**config.mk**
```make
export PLATFORM = sky130hd
export DESIGN_NAME = pzx_recorder
export DESIGN_NICKNAME = d
export VERILOG_FILES = /design/src/rtl/pzx_recorder.sv
export SDC_FILE = /design/constraint.sdc
export NUM_CORES = 1
export LEC_CHECK = 0
export ABC_CLOCK_PERIOD_IN_PS = 4200
export CAP_MARGIN = 20
export CORE_MARGIN = 2
export CORE_UTILIZATION = 45
export CTS_BUF_LIST = sky130_fd_sc_hd__clkbuf_8 sky130_fd_sc_hd__clkbuf_16
export CTS_CLUSTER_DIAMETER = 80
export CTS_CLUSTER_SIZE = 16
export DETAILED_ROUTE_END_ITERATION = 10
export GPL_ROUTABILITY_DRIVEN = 0
export SLEW_MARGIN = 10
export SYNTH_ARGS = -nofsm -noshare
export SYNTH_HDL_FRONTEND = slang
export SYNTH_SLANG_ARGS = --single-unit
```
**constraint.sdc**
```tcl
create_clock -name clk -period 4.2 [get_ports clk]
set_clock_uncertainty 0.15 [all_clocks]
set_input_delay 0.42 -clock clk [delete_from_list [all_inputs] [get_ports clk]]
set_output_delay 0.42 -clock clk [all_outputs]
set_load 0.03 [all_outputs]
```
**src/rtl/pzx_recorder.sv**
```systemverilog
// Tape/EAR pulse recorder: times level changes in Z80 T-states and streams them into SRAM
// as PZX PULS-style duration words (2 bytes short, 4 bytes long).
module pzx_recorder #(
    parameter int unsigned TSTATE_DIV = 8,
    parameter logic [20:0] BASE_ADDR  = 21'h000000,
    parameter logic [20:0] LIMIT_ADDR = 21'h1FFFFF
) (
    input  logic        clk,
    input  logic        rst,
    input  logic        ear_in,
    input  logic        rec,
    input  logic        stop,
    output logic [20:0] sramaddr,
    output logic [7:0]  sramdata_out,
    output logic        sramdata_oe,
    output logic        sramwe_n,
    output logic        recording,
    output logic        full,
    output logic        overrun,
    output logic [20:0] length
);

    localparam int unsigned   PW        = (TSTATE_DIV > 1) ? $clog2(TSTATE_DIV) : 1;
    localparam logic [PW-1:0] PRESC_MAX = PW'(TSTATE_DIV - 1);
    localparam logic [30:0]   DUR_MAX   = 31'h7FFF_FFFF;

    localparam logic [1:0] StIdle    = 2'd0;
    localparam logic [1:0] StArm     = 2'd1;
    localparam logic [1:0] StMeasure = 2'd2;
    localparam logic [1:0] StFlush   = 2'd3;

    logic          ear_s1_q, ear_s1_d, ear_s2_q, ear_s2_d, ear_prev_q, ear_prev_d;
    logic [PW-1:0] presc_q, presc_d;
    logic [30:0]   dur_q, dur_d;
    logic [1:0]    state_q, state_d;
    logic [30:0]   hold_q, hold_d;
    logic          pend_q, pend_d;
    logic          busy_q, busy_d;
    logic [1:0]    ph_q, ph_d;
    logic [1:0]    left_q, left_d;
    logic [31:0]   sh_q, sh_d;
    logic [20:0]   addr_q, addr_d;
    logic [20:0]   len_q, len_d;
    logic          full_q, full_d;
    logic          overrun_q, overrun_d;

    logic        tick, ear_edge, word_long, word_fits, drop;
    logic [30:0] dur_inc;
    logic [31:0] word_bytes;

    assign tick     = (presc_q == PRESC_MAX);
    assign ear_edge = ear_s2_q ^ ear_prev_q;
    // Count the tick landing on the edge clk so an interval of N*TSTATE_DIV clk reads exactly N.
    assign dur_inc  = (tick && (dur_q != DUR_MAX)) ? dur_q + 31'd1 : dur_q;

    assign word_long  = |hold_q[30:15];
    assign word_fits  = ({1'b0, addr_q} + (word_long ? 22'd3 : 22'd1)) <= {1'b0, LIMIT_ADDR};
    // Byte order as emitted, least significant byte first.
    assign word_bytes = word_long
        ? {hold_q[15:8], hold_q[7:0], 1'b1, hold_q[30:24], hold_q[23:16]}
        : {16'h0000, hold_q[15:8], hold_q[7:0]};

    always_comb begin
        ear_s1_d   = ear_in;
        ear_s2_d   = ear_s1_q;
        ear_prev_d = ear_s2_q;
        presc_d    = tick ? '0 : presc_q + 1'b1;
        dur_d      = ear_edge ? '0 : dur_inc;
        state_d    = state_q;
        hold_d     = hold_q;
        pend_d     = pend_q;
        busy_d     = busy_q;
        ph_d       = ph_q;
        left_d     = left_q;
        sh_d       = sh_q;
        addr_d     = addr_q;
        len_d      = len_q;
        full_d     = full_q;
        overrun_d  = overrun_q;
        drop       = 1'b0;

        // Writer: C0 setup, C1 strobe, C2 hold, then advance.
        if (busy_q) begin
            case (ph_q)
                2'd0:    ph_d = 2'd1;
                2'd1:    ph_d = 2'd2;
                default: begin
                    ph_d   = 2'd0;
                    addr_d = addr_q + 21'd1;
                    len_d  = len_q + 21'd1;
                    if (left_q == 2'd0) begin
                        busy_d = 1'b0;
                    end else begin
                        left_d = left_q - 2'd1;
                        sh_d   = sh_q >> 8;
                    end
                end
            endcase
        end else if (pend_q) begin
            pend_d = 1'b0;
            if (word_fits) begin
                busy_d = 1'b1;
                ph_d   = 2'd0;
                left_d = word_long ? 2'd3 : 2'd1;
                sh_d   = word_bytes;
            end else begin
                full_d = 1'b1;
                drop   = 1'b1;
            end
        end

        case (state_q)
            StIdle: begin
                if (rec && !stop) begin
                    state_d   = StArm;
                    full_d    = 1'b0;
                    overrun_d = 1'b0;
                    len_d     = '0;
                    addr_d    = BASE_ADDR;
                end
            end
            StArm: begin
                if (stop) begin
                    state_d = StIdle;
                end else if (ear_edge) begin
                    state_d = StMeasure;
                    // The stream implicitly starts low, so a high first level needs a zero pulse.
                    if (ear_s2_q) begin
                        hold_d = '0;
                        pend_d = 1'b1;
                    end
                end
            end
            StMeasure: begin
                if (stop) begin
                    hold_d  = dur_inc;
                    pend_d  = 1'b1;
                    state_d = StFlush;
                end else if (ear_edge) begin
                    hold_d = dur_inc;
                    pend_d = 1'b1;
                    if (busy_q) overrun_d = 1'b1;
                end
            end
            default: begin
                if (!pend_q && !busy_q) state_d = StIdle;
            end
        endcase

        if (drop) begin
            state_d = StIdle;
            pend_d  = 1'b0;
        end
    end

    always_ff @(posedge clk) begin
        if (rst) begin
            ear_s1_q   <= 1'b0;
            ear_s2_q   <= 1'b0;
            ear_prev_q <= 1'b0;
            presc_q    <= '0;
            dur_q      <= '0;
            state_q    <= StIdle;
            hold_q     <= '0;
            pend_q     <= 1'b0;
            busy_q     <= 1'b0;
            ph_q       <= 2'd0;
            left_q     <= 2'd0;
            sh_q       <= '0;
            addr_q     <= BASE_ADDR;
            len_q      <= '0;
            full_q     <= 1'b0;
            overrun_q  <= 1'b0;
        end else begin
            ear_s1_q   <= ear_s1_d;
            ear_s2_q   <= ear_s2_d;
            ear_prev_q <= ear_prev_d;
            presc_q    <= presc_d;
            dur_q      <= dur_d;
            state_q    <= state_d;
            hold_q     <= hold_d;
            pend_q     <= pend_d;
            busy_q     <= busy_d;
            ph_q       <= ph_d;
            left_q     <= left_d;
            sh_q       <= sh_d;
            addr_q     <= addr_d;
            len_q      <= len_d;
            full_q     <= full_d;
            overrun_q  <= overrun_d;
        end
    end

    assign sramaddr     = addr_q;
    assign sramdata_out = sh_q[7:0];
    assign sramdata_oe  = busy_q;
    assign sramwe_n     = ~(busy_q && (ph_q == 2'd1));
    assign recording    = (state_q != StIdle);
    assign full         = full_q;
    assign overrun      = overrun_q;
    assign length       = len_q;

endmodule

```
== Word-level counts from Yosys, hierarchy flattened ==
Cells that the tools add are included.

* $add $sub $neg: 6
* $lt $le $gt $ge: 1
* Eq/ne operators: 17
* Multiplexer cells: 63
* Bitwise operators: 2
* Reduce and logical (&&, ||, !) cells: 26

{| class="wikitable"
|+ Operators with widths
! kind !! count
|-
| $mux W32 || 6
|-
| $mux W31 || 6
|-
| $mux W21 || 8
|-
| $pmux W31 S2 || 1
|-
| $add A21 B1 Y21 const B || 2
|-
| $add A31 B1 Y31 const B || 1
|-
| $ne A31 B31 Y1 const B || 1
|-
| $mux W2 || 15
|-
| $mux W1 || 23
|-
| $add A21 B2 Y22 || 1
|-
| $le A22 B21 Y1 const B || 1
|-
| $ne A2 B2 Y1 const B || 10
|-
| $reduce_or A16 Y1 || 1
|-
| $reduce_and A5 Y1 || 2
|-
| $reduce_bool A2 Y1 || 5
|-
| $reduce_and A4 Y1 || 2
|-
| $reduce_or A2 Y1 || 4
|-
| $logic_not A2 Y1 || 3
|-
| $ne A3 B3 Y1 const B || 2
|-
| $pmux W2 S3 || 1
|-
| $eq A2 B1 Y1 const B || 2
|-
| $logic_and A1 B1 Y1 || 4
|-
| $pmux W1 S2 || 2
|-
| $pmux W2 S2 || 1
|-
| 9 further kinds || 11
|}

* Bits in registers: 152
* Bits of input ports: 5

== Logic depth before layout (Yosys ltp) ==
Gate-level depths: netlist of the first run.

* Depth in word-level cells: 9
* Depth in mapped cells: 12

== Worst setup path before layout of the first run ==
Ideal clock, no wire load.

* Path kind: register -> register
* Start: reg hold_q[21]
* End: reg sh_q[24]
* Setup time: 0.132 ns
* Arrival: 2.858 ns
* Required time: 3.918 ns
* Slack: 1.059 ns
* Stages on the path, launching flop included: 13
* Path buffers: 3
* Clock period less this slack: 3.141 ns
* Cells stage by stage: dfxtp_1 -> nor4_1 -> and4_1 -> clkbuf_1 -> clkbuf_1 -> inv_1 -> ha_1 -> a21oi_1 -> or4_1 -> o21a_1 -> clkbuf_1 -> nand3_1 -> a21oi_1

* Cells in the longest elaborated chain, start to end: 6
* Elaborated cells between the ends (all ways): 10
* Classes of those cells: 1 x add/sub; 1 x order compare; 5 x mux; 3 x reduce/logical

{| class="wikitable"
|+ Ends and longest elaborated chain
! item !! line !! RTL
|-
| start, declared || 36 || <nowiki>logic [30:0] hold_q, hold_d;</nowiki>
|-
| start signal, assigned || 181 || <nowiki>hold_q <= hold_d;</nowiki>
|-
| $reduce_or A16 Y1 * || 56 || <nowiki>assign word_long = |hold_q[30:15];</nowiki>
|-
| $mux W2 || 57 || <nowiki>assign word_fits = ({1'b0, addr_q} + (word_long ? 22'd3 : 22'd1)) <= {1'b0, LIMIT_ADDR};</nowiki>
|-
| $add A21 B2 Y22 || 57 ||
|-
| $le A22 B21 Y1 || 57 ||
|-
| $reduce_bool A2 Y1 (no source line) || n/a ||
|-
| $reduce_and A4 Y1 (no source line) || n/a ||
|-
| end signal, assigned || 169 || <nowiki>sh_q <= '0;</nowiki>
|-
| end signal, assigned || 186 || <nowiki>sh_q <= sh_d;</nowiki>
|-
| end, declared || 41 || <nowiki>logic [31:0] sh_q, sh_d;</nowiki>
|}

Every way passes the cells marked *; elsewhere a longest branch is shown, timed or not. The select of a mux whose other input is x is not followed.
A chain may end at the register's enable or synchronous reset.

== Final worst setup path of the first run ==
* Start: reg hold_q[30]
* End: reg sh_q[20]

The elaborated chain is that of the path after synthesis.

==> impl_metrics.tcl, run 1 <==
set metrics [dict create \
    outcome "finished, final reports clean" \
    drv_cap 0 \
    grt_first_pass_wirelength_um 27130 \
    critPathCaptureType "flip-flop" \
    grt_max_degree 51 \
    clockBufferDepth 2 \
    p_sw_w 0.0006399 \
    synthArstFlopShare_pct 0 \
    root_buffer "clkbuf_16" \
    wl_met2_um 7425 \
    drtIter0Drc 319 \
    numClockSinks 152 \
    p_leak_nw 2.822 \
    pwr-share-seq_pct 46.7 \
    wire_per_inst_um 15.65 \
    cp.arrival_ps 3150 \
    syn_avg_cell_area_sq_um 8.478 \
    p_total_w 0.003113 \
    yosysWarnings 0 \
    switching_share_pct 20.56 \
    ant_nets 0 \
    chipHeight_um 128.1 \
    critical_path_peak_fanout 33 \
    finalWirelength_um 16420 \
    p_per_area_nw_per_um2 380.6 \
    ys_seq_area_share_pct 43.93 \
    synth_fp_nets 832 \
    area_delta_synth_final_pct 18.06 \
    via_per_inst 5.717 \
    vdd_drop_max_mv 0.2823 \
    drc 0 \
    cts-buffers-inserted 17 \
    routedLengthMet1_um 7869 \
    drive_gt1_share_pct 5.691 \
    syn_inst 817 \
    wl_met3_um 709 \
    synth_area_sq_um 6927 \
    synthMostInstantiatedCell "dfxtp_1" \
    grt.overflow.total 0 \
    ys_seq_elements 152 \
    synth_top_area_share_pct 43.93 \
    setup_viol 0 \
    postCtsHoldBufs 0 \
    max_freq_ghz 0.3370 \
    slew_headroom_pct 29.69 \
    hold_viol_final 0 \
    ys.flop_type "dfxtp_1" \
    worstPathRequired_ps 4390 \
    cts_tree "built" \
    dp.final_hpwl_um 11620 \
    p_int_w 0.002473 \
    critPathLaunchType "flip-flop" \
    criticalPathCategory "reg -> reg" \
    dieArea_sq_um 16400 \
    top_level_ports 60 \
    via_count 5997 \
    layout.nets 863 \
    clockPowerShare_pct 50.3 \
    yosys-top-cells-area "dfxtp_1, nand2_1, nor2_1" \
    clk_pin_slew_ps 60 \
    synth.distinct_cells 55 \
    pwr-share-comb_pct 3.0 \
    start_util_pct 45.73 \
    multi_input_area_sq_um 3567 \
    synth_edf_count 0 \
    worstMarginPinSlew_ps 1051 \
    synthTopCellsByCount "dfxtp_1, nand2_1, nor2_1" \
    dr.pass1.iters 6 \
    nFillCells 1396 \
    port_buffers 59 \
    ctsResizeCount 0 \
    antenna_found_initial 0 \
    core_area_sq_um 15150 \
    maxSlewViolCount 0 \
    fin_crit_sh_pct 70.65 \
    track_usage_pct 20.57 \
    synth_top_cell_by_area "dfxtp_1" \
    num_antenna_cells 0 \
    clk_latency_ps 410 \
    min_period_ps 2967 \
    seqCellArea_sq_um 3044 \
    setup_tns_ps 0 \
    rows 45 \
    die_w_um 128.1 \
    post_cts_buffers 0 \
    topRoutingLayerUsed "met4" \
    min_path_type "reg -> reg" \
    grt_pass1_vias 5386 \
    htree_num_levels 4 \
    rsz0062_at_grt "false" \
]
cells by family after synthesis:
group / after synthesis / synth area share, %
mux: 2 / 0.3071
xor+xnor: 61 / 7.713
simple gates: 367 / 26.90
buf+inv: 71 / 4.570
compound gates: 154 / 14.78
fa+ha+maj: 10 / 1.806
flops: 152 / 43.93
stage by stage:
step / hold slack, ps / worst slack, ps / utilization (%) / cells / cell area [sq um]
2_1_floorplan: 258.4 / 1059 / - / 817 / 6927
3_3_place_gp: 266.5 / 1033 / 49.80 / 1015 / 7542
6_report: 288.8 / 1233 / 53.99 / 1049 / 8178
5_1_grt: 314.7 / 1086 / 53.99 / 1049 / 8178
3_5_place_dp: 274.9 / 984.9 / 49.90 / 1016 / 7557
4_1_cts: 286.4 / 966.5 / 53.90 / 1048 / 8163
metal layers:
| layer | vias to the layer above | GRT usage, % |
|---|---|---|
| met5 | - | 0 |
| met4 | 0 | 9.955 |
| met3 | 29 | 3.756 |
| met2 | 152 | 31.42 |
| met1 | 2850 | 28.10 |
| li1 | 2966 | - |
final timing paths:
path	from	to	slack, ps	depth (start not counted)
hold / removal	presc_q[0]	presc_q[0]	290	1
setup reg to reg	hold_q[30]	sh_q[20]	1230	10
hold reg to reg	presc_q[0]	presc_q[0]	290	1
setup / recovery	hold_q[30]	sh_q[20]	1230	10
cell type report:
cell class / instances / share of cell area [%]
repair buffers: 67 / 8.140
well taps: 188 / 2.876
inverters: 16 / 0.7344
clock buffers: 18 / 5.370
flip-flops and latches: 152 / 37.22
multi-input cells: 594 / 43.62
clock inverters: 14 / 2.035
state kept, by name (all words and copies together), names as in the netlist:
name         count
length          21
pend_q           1
ear_prev_d       1
sh_q            32
dur_q           31
full             1
ear_s1_q         1
ear_prev_q       1
left_q           2
ph_q             2
sramdata_oe      1
hold_q          31
state_q          2
overrun          1
presc_q          3
sramaddr        21
critical path, cell delays in order (launching register included):
cell and delay, ps:
dfxtp_1 330, nor4_1 300, and4_1 260, inv_1 100
ha_1 290, a21oi_1 60, or4_1 570, o21ai_2 150
buf_4 330, a221oi_1 110, nor3_1 230
power groups by stage:
stage	logic [W]	registers (W)	clock network, W
3_5_place_dp	0.0000937	0.00148	0
3_3_place_gp	0.0000898	0.00148	0
4_1_cts	0.0000940	0.00145	0.00160
2_1_floorplan	0.0000630	0.00149	0
6_report	0.0000930	0.00145	0.00157
5_1_grt	0.000105	0.00145	0.00166
cells in the final DEF, fill, tap and decap left out, drive strengths merged, types with 10 or more instances in the layout:
cell           count
a211o             15
a211oi            10
a21oi             47
and3              10
and4              13
clkbuf            18
clkdlybuf4s50     59
dfxtp            152
ha                10
inv               20
nand2             91
nand2b            20
nand3             51
nand4             33
nor2              87
nor3              18
nor4              10
o21ai             42
or4               10
xnor2             35
xor2              26
(Power assumes the default switching activity.)
==> inputs of run 2 (changes only) <==
--- a/config.mk
+++ b/config.mk
@@ -5,7 +5,7 @@
 export SDC_FILE = /design/constraint.sdc
 export NUM_CORES = 1
 export LEC_CHECK = 0
-export ABC_CLOCK_PERIOD_IN_PS = 4200
+export ABC_CLOCK_PERIOD_IN_PS = 2700
 export CAP_MARGIN = 20
 export CORE_MARGIN = 2
 export CORE_UTILIZATION = 45
@@ -14,6 +14,7 @@
 export CTS_CLUSTER_SIZE = 16
 export DETAILED_ROUTE_END_ITERATION = 10
 export GPL_ROUTABILITY_DRIVEN = 0
+export PLACE_DENSITY = 0.67
 export SLEW_MARGIN = 10
 export SYNTH_ARGS = -nofsm -noshare
 export SYNTH_HDL_FRONTEND = slang
==> constraint.sdc (replaced) <==
create_clock -name clk -period 2.7 [get_ports clk]
set_clock_uncertainty 0.15 [all_clocks]
set_input_delay 0.27 -clock clk [delete_from_list [all_inputs] [get_ports clk]]
set_output_delay 0.27 -clock clk [all_outputs]
set_load 0.03 [all_outputs]
==> run 2 against run 1 <==
- the flow now finishes with violations (negative setup slack)
- fmax up 8.4%
- via count grew 1.1%
- sequential share of layout area decreased by 2.2 points
- register-to-register slack got worse by 1300 ps
- design area is 6.5% higher
- critical path type unchanged
- largest cell class unchanged
==> impl_metrics.tcl, run 2 (synthesized netlist as in run 1, its figures left out) <==
set metrics [dict create \
    outcome "finished, violations left" \
    violations "negative setup slack" \
    port_buffers 59 \
    chipHeight_um 128.1 \
    wire_per_inst_um 15.65 \
    drv_cap 0 \
    setup_viol 13 \
    finalWirelength_um 16890 \
    area_delta_synth_final_pct 25.76 \
    root_buffer "clkbuf_16" \
    final_cell_mix "dfxtp_1, nand2_1, nor2_1" \
    whs_ps 266.4 \
    numClockSinks 152 \
    drtIter0Drc 496 \
    grt_max_degree 44 \
    drc 0 \
    criticalPathCategory "reg -> reg" \
    core_area_sq_um 15150 \
    max_freq_ghz 0.3653 \
    switching_share_pct 20.83 \
    start_util_pct 45.73 \
    p_sw_w 0.001063 \
    worstPathRequired_ps 2900 \
    utilization_pct 57.51 \
    critPathLaunchType "flip-flop" \
    p_leak_nw 3.062 \
    dieArea_sq_um 16400 \
    num_antenna_cells 0 \
    dr.pass1.iters 5 \
    pwr-share-seq_pct 44.3 \
    clk_latency_ps 420 \
    p_int_w 0.004039 \
    nFillCells 1351 \
    place_inst 1040 \
    grt_first_pass_wirelength_um 26760 \
    maxSlewViolCount 0 \
    critPathCaptureType "flip-flop" \
    clk_pin_slew_ps 60 \
    grt_pass1_vias 5372 \
    min_period_ps 2738 \
    rsz0062_at_grt "true" \
    p_total_w 0.005102 \
    antenna_found_initial 0 \
    grt.overflow.total 0 \
    vdd_drop_max_mv 0.4321 \
    hold_viol_final 0 \
    layout_commonest_cell "dfxtp_1" \
    largest_reg_flops 32 \
    layout.nets 893 \
    p_per_area_nw_per_um2 585.7 \
    clockPowerShare_pct 52.8 \
    min_path_type "in -> reg" \
    drive_gt1_share_pct 12.01 \
    rows 45 \
    top_register "sh_q" \
    dp.final_hpwl_um 11190 \
    critical_path_peak_fanout 5 \
    layoutNonFillerInstCount 1079 \
    cts_tree "built" \
    cp.arrival_ps 2940 \
    top_level_ports 60 \
    worstMarginPinSlew_ps 697.3 \
    cts-buffers-inserted 17 \
    slew_headroom_pct 53.16 \
    via_count 6064 \
    clockBufferDepth 2 \
    ant_nets 0 \
    track_usage_pct 20.28 \
    fin_crit_sh_pct 101.4 \
    die_w_um 128.1 \
    setup_tns_ps -134.8 \
    pwr-share-comb_pct 2.9 \
    largestRegisters "sh_q (32), dur_q (31), hold_q (31)" \
    via_per_inst 5.620 \
    layout_setup_ws_ps -37.68 \
    htree_num_levels 4 \
]
run 2: metrics by stage:
stage	setup WS (ps)	cell area [sq um]
CTS	6.465	8439
finish	-37.68	8711
floorplan	-0.7327	6998
global route	-112.6	8711
global placement	32.13	7761
detailed placement	6.899	7761
run 2: layout make-up:
class,count,area (sq um),area share [%]
repair buffers,95,963.4,11.06
multi-input cells,596,3727,42.79
inverters,16,62.56,0.7182
clock inverters,15,250.2,2.873
flip-flops and latches,152,3047,34.98
well taps,188,235.2,2.700
clock buffers,17,425.4,4.884
run 2: worst max-delay path: stages, from the launching register on:
cell and delay (ps):
dfxtp_2 340, nor4_2 290, and4_4 300, inv_4 50
ha_4 250, a21oi_2 40, or4_4 560, o21ai_4 190
buf_12 160, clkbuf_16 150, nand2_2 50, a21oi_2 140
run 2: power by group through the flow:
stage	sequential [W]	combinational (W)	clock (W)
2_1_floorplan	0.00231	0.0000985	0
4_1_cts	0.00226	0.000145	0.00274
3_5_place_dp	0.00231	0.000144	0
6_report	0.00226	0.000147	0.00270
5_1_grt	0.00226	0.000164	0.00285
3_3_place_gp	0.00231	0.000144	0
run 2: final timing paths:
path / start / end / slack [ps] / cells past startpoint
worst min-delay path: ear_in / ear_s1_q / 270 / 2
worst max register to register: hold_q[26] / sh_q[30] / -40 / 11
worst min register to register: presc_q[0] / presc_q[0] / 280 / 1
worst max-delay path: hold_q[26] / sh_q[30] / -40 / 11
run 2: per-layer routing:
layer	vias to the layer above	GRT usage, %	routed length, um
met5	-	0	0
met4	0	5.753	222
met3	16	4.674	596
met2	139	32.24	8044
met1	2877	27.69	8027
li1	3032	-	-
run 2: repair_timing:
item	4_1_cts	5_1_grt
setup endpoints to repair	3	39
resized for setup	2	29
gates cloned	0	5
pin swaps	0	22
setup buffers	0	2
hold buffers	0	0
==> inputs of run 3 (changes only) <==
--- a/config.mk
+++ b/config.mk
@@ -7,15 +7,15 @@
 export LEC_CHECK = 0
 export ABC_CLOCK_PERIOD_IN_PS = 2700
 export CAP_MARGIN = 20
-export CORE_MARGIN = 2
+export CORE_MARGIN = 3
 export CORE_UTILIZATION = 45
 export CTS_BUF_LIST = sky130_fd_sc_hd__clkbuf_8 sky130_fd_sc_hd__clkbuf_16
-export CTS_CLUSTER_DIAMETER = 80
+export CTS_CLUSTER_DIAMETER = 40
 export CTS_CLUSTER_SIZE = 16
 export DETAILED_ROUTE_END_ITERATION = 10
 export GPL_ROUTABILITY_DRIVEN = 0
 export PLACE_DENSITY = 0.67
-export SLEW_MARGIN = 10
+export SLEW_MARGIN = 20
 export SYNTH_ARGS = -nofsm -noshare
 export SYNTH_HDL_FRONTEND = slang
 export SYNTH_SLANG_ARGS = --single-unit
==> run 3 against run 2 <==
- the flow now finishes without violations
- core utilization decreased by 1.1 points
- clock-buffer cell count increased by 4
- routed wire length decreased by 3.0%
- critical path depth decreased by 1
- critical path type unchanged
==> impl_metrics.tcl, run 3 (synthesized netlist as in run 1, its figures left out) <==
set metrics [dict create \
    outcome "finished, final reports clean" \
    largestRegisters "sh_q (32), dur_q (31), hold_q (31)" \
    p_per_area_nw_per_um2 552.3 \
    htree_num_levels 4 \
    drv_cap 0 \
    grt.overflow.total 0 \
    grt_first_pass_wirelength_um 27300 \
    clk_pin_slew_ps 60 \
    placed_cell_area_sq_um 7704 \
    track_usage_pct 19.93 \
    clk_latency_ps 420 \
    setup_viol 0 \
    chipHeight_um 130.1 \
    design_area_sq_um 8356 \
    drc 0 \
    fin_crit_sh_pct 97.29 \
    criticalPathCategory "reg -> reg" \
    min_period_ps 2627 \
    core_area_sq_um 14810 \
    whs_ps 267.7 \
    cts_tree "built" \
    num_antenna_cells 0 \
    critPathCaptureType "flip-flop" \
    worstMarginPinSlew_ps 669.6 \
    area_delta_synth_final_pct 20.63 \
    crit_path_max_incr_delay_ps 520 \
    numClockSinks 152 \
    dieArea_sq_um 16920 \
    top_level_ports 60 \
    clockBufferDepth 2 \
    die_w_um 130.1 \
    largest_reg_flops 32 \
    cp_cell_sequence "nor4_1 > and4_1 > inv_2 > ha_4 > a21oi_2 > or4_4 > o21ai_4 > buf_12 > a221oi_2 > nor3_1" \
    grt_max_degree 44 \
    port_buffers 59 \
    ant_nets 0 \
    finalWirelength_um 16380 \
    via_per_inst 5.635 \
    crit_slowest_cell "or4_4" \
    grt_pass1_vias 5664 \
    cp.arrival_ps 2810 \
    maxSlewViolCount 0 \
    rsz0062_at_grt "true" \
    p_leak_nw 2.913 \
    worstPathRequired_ps 2880 \
    cts-buffers-inserted 17 \
    layout_commonest_cell "dfxtp_1" \
    wire_per_inst_um 15.44 \
    root_buffer "clkbuf_16" \
    via_count 5979 \
    rows 44 \
    dr.pass1.iters 5 \
    min_path_type "in -> reg" \
    nFillCells 1294 \
    dp.final_hpwl_um 11690 \
    slew_headroom_pct 55.02 \
    crit_family "simple AND/OR/NAND/NOR gates" \
    antenna_found_initial 0 \
    hold_viol_final 0 \
    cp_num_buf_inv 2 \
    vdd_drop_max_mv 0.4224 \
    drive_gt1_share_pct 9.692 \
    critPathLaunchType "flip-flop" \
    layout.nets 880 \
    critical_path_peak_fanout 16 \
    final_cell_mix "dfxtp_1, nand2_1, nor2_1" \
    postCtsHoldBufs 0 \
    top_register "sh_q" \
    max_freq_ghz 0.3807 \
    start_util_pct 46.77 \
    drtIter0Drc 463 \
]
[run 3: area by class of cell]
type	count	area (sq um)	area share, %
multi-input combinational	594	3666	43.88
sequential	152	3045	36.45
timing repair buffer	84	794.5	9.509
clock buffer	21	480.5	5.750
tap	184	230.2	2.755
clock inverter	10	78.83	0.9434
inverter	16	60.06	0.7188
[run 3: routing by layer]
metal | GRT usage, % | up-vias | share of wire [%]
met5 | 0 | - | 0
met4 | 6.601 | 0 | 1.7
met3 | 3.643 | 25 | 4.0
met2 | 31.71 | 149 | 46
met1 | 27.43 | 2809 | 48
li1 | - | 2996 | -
[run 3: report_power, final]
group	total, W	internal (W)	switching (W)	leakage (nW)
Sequential	0.00226	0.00225	0.00000634	1.23
Clock	0.00221	0.00134	0.000865	0.287
Combinational	0.000144	0.0000454	0.0000984	1.40
[run 3: worst paths after layout]
path | startpoint | endpoint | slack [ps] | cells past startpoint
max | hold_q[21] | sh_q[20] | 70 | 10
min | ear_in | ear_s1_q | 270 | 2
max reg2reg | hold_q[21] | sh_q[20] | 70 | 10
min reg2reg | presc_q[0] | presc_q[0] | 270 | 1
[run 3: timing repair]
item                                    in CTS  in global routing
endpoints found under the setup margin       0                 39
resized for setup                            0                 15
endpoints found under the hold margin        0                  0
setup buffers                                0                  1
[run 3: through the flow]
stage	utilization (%)	setup slack (ps)	instances	setup TNS, ps	power [W]
global placement	52.02	59.59	1029	0	0.002450
floorplan	-	-0.7327	817	-5.129	0.002410
finish	56.42	73.25	1061	0	0.004615
detailed placement	52.02	62.52	1029	0	0.002454
global route	56.42	-36.27	1061	-285.9	0.004761
CTS	55.80	25.39	1060	0	0.004651
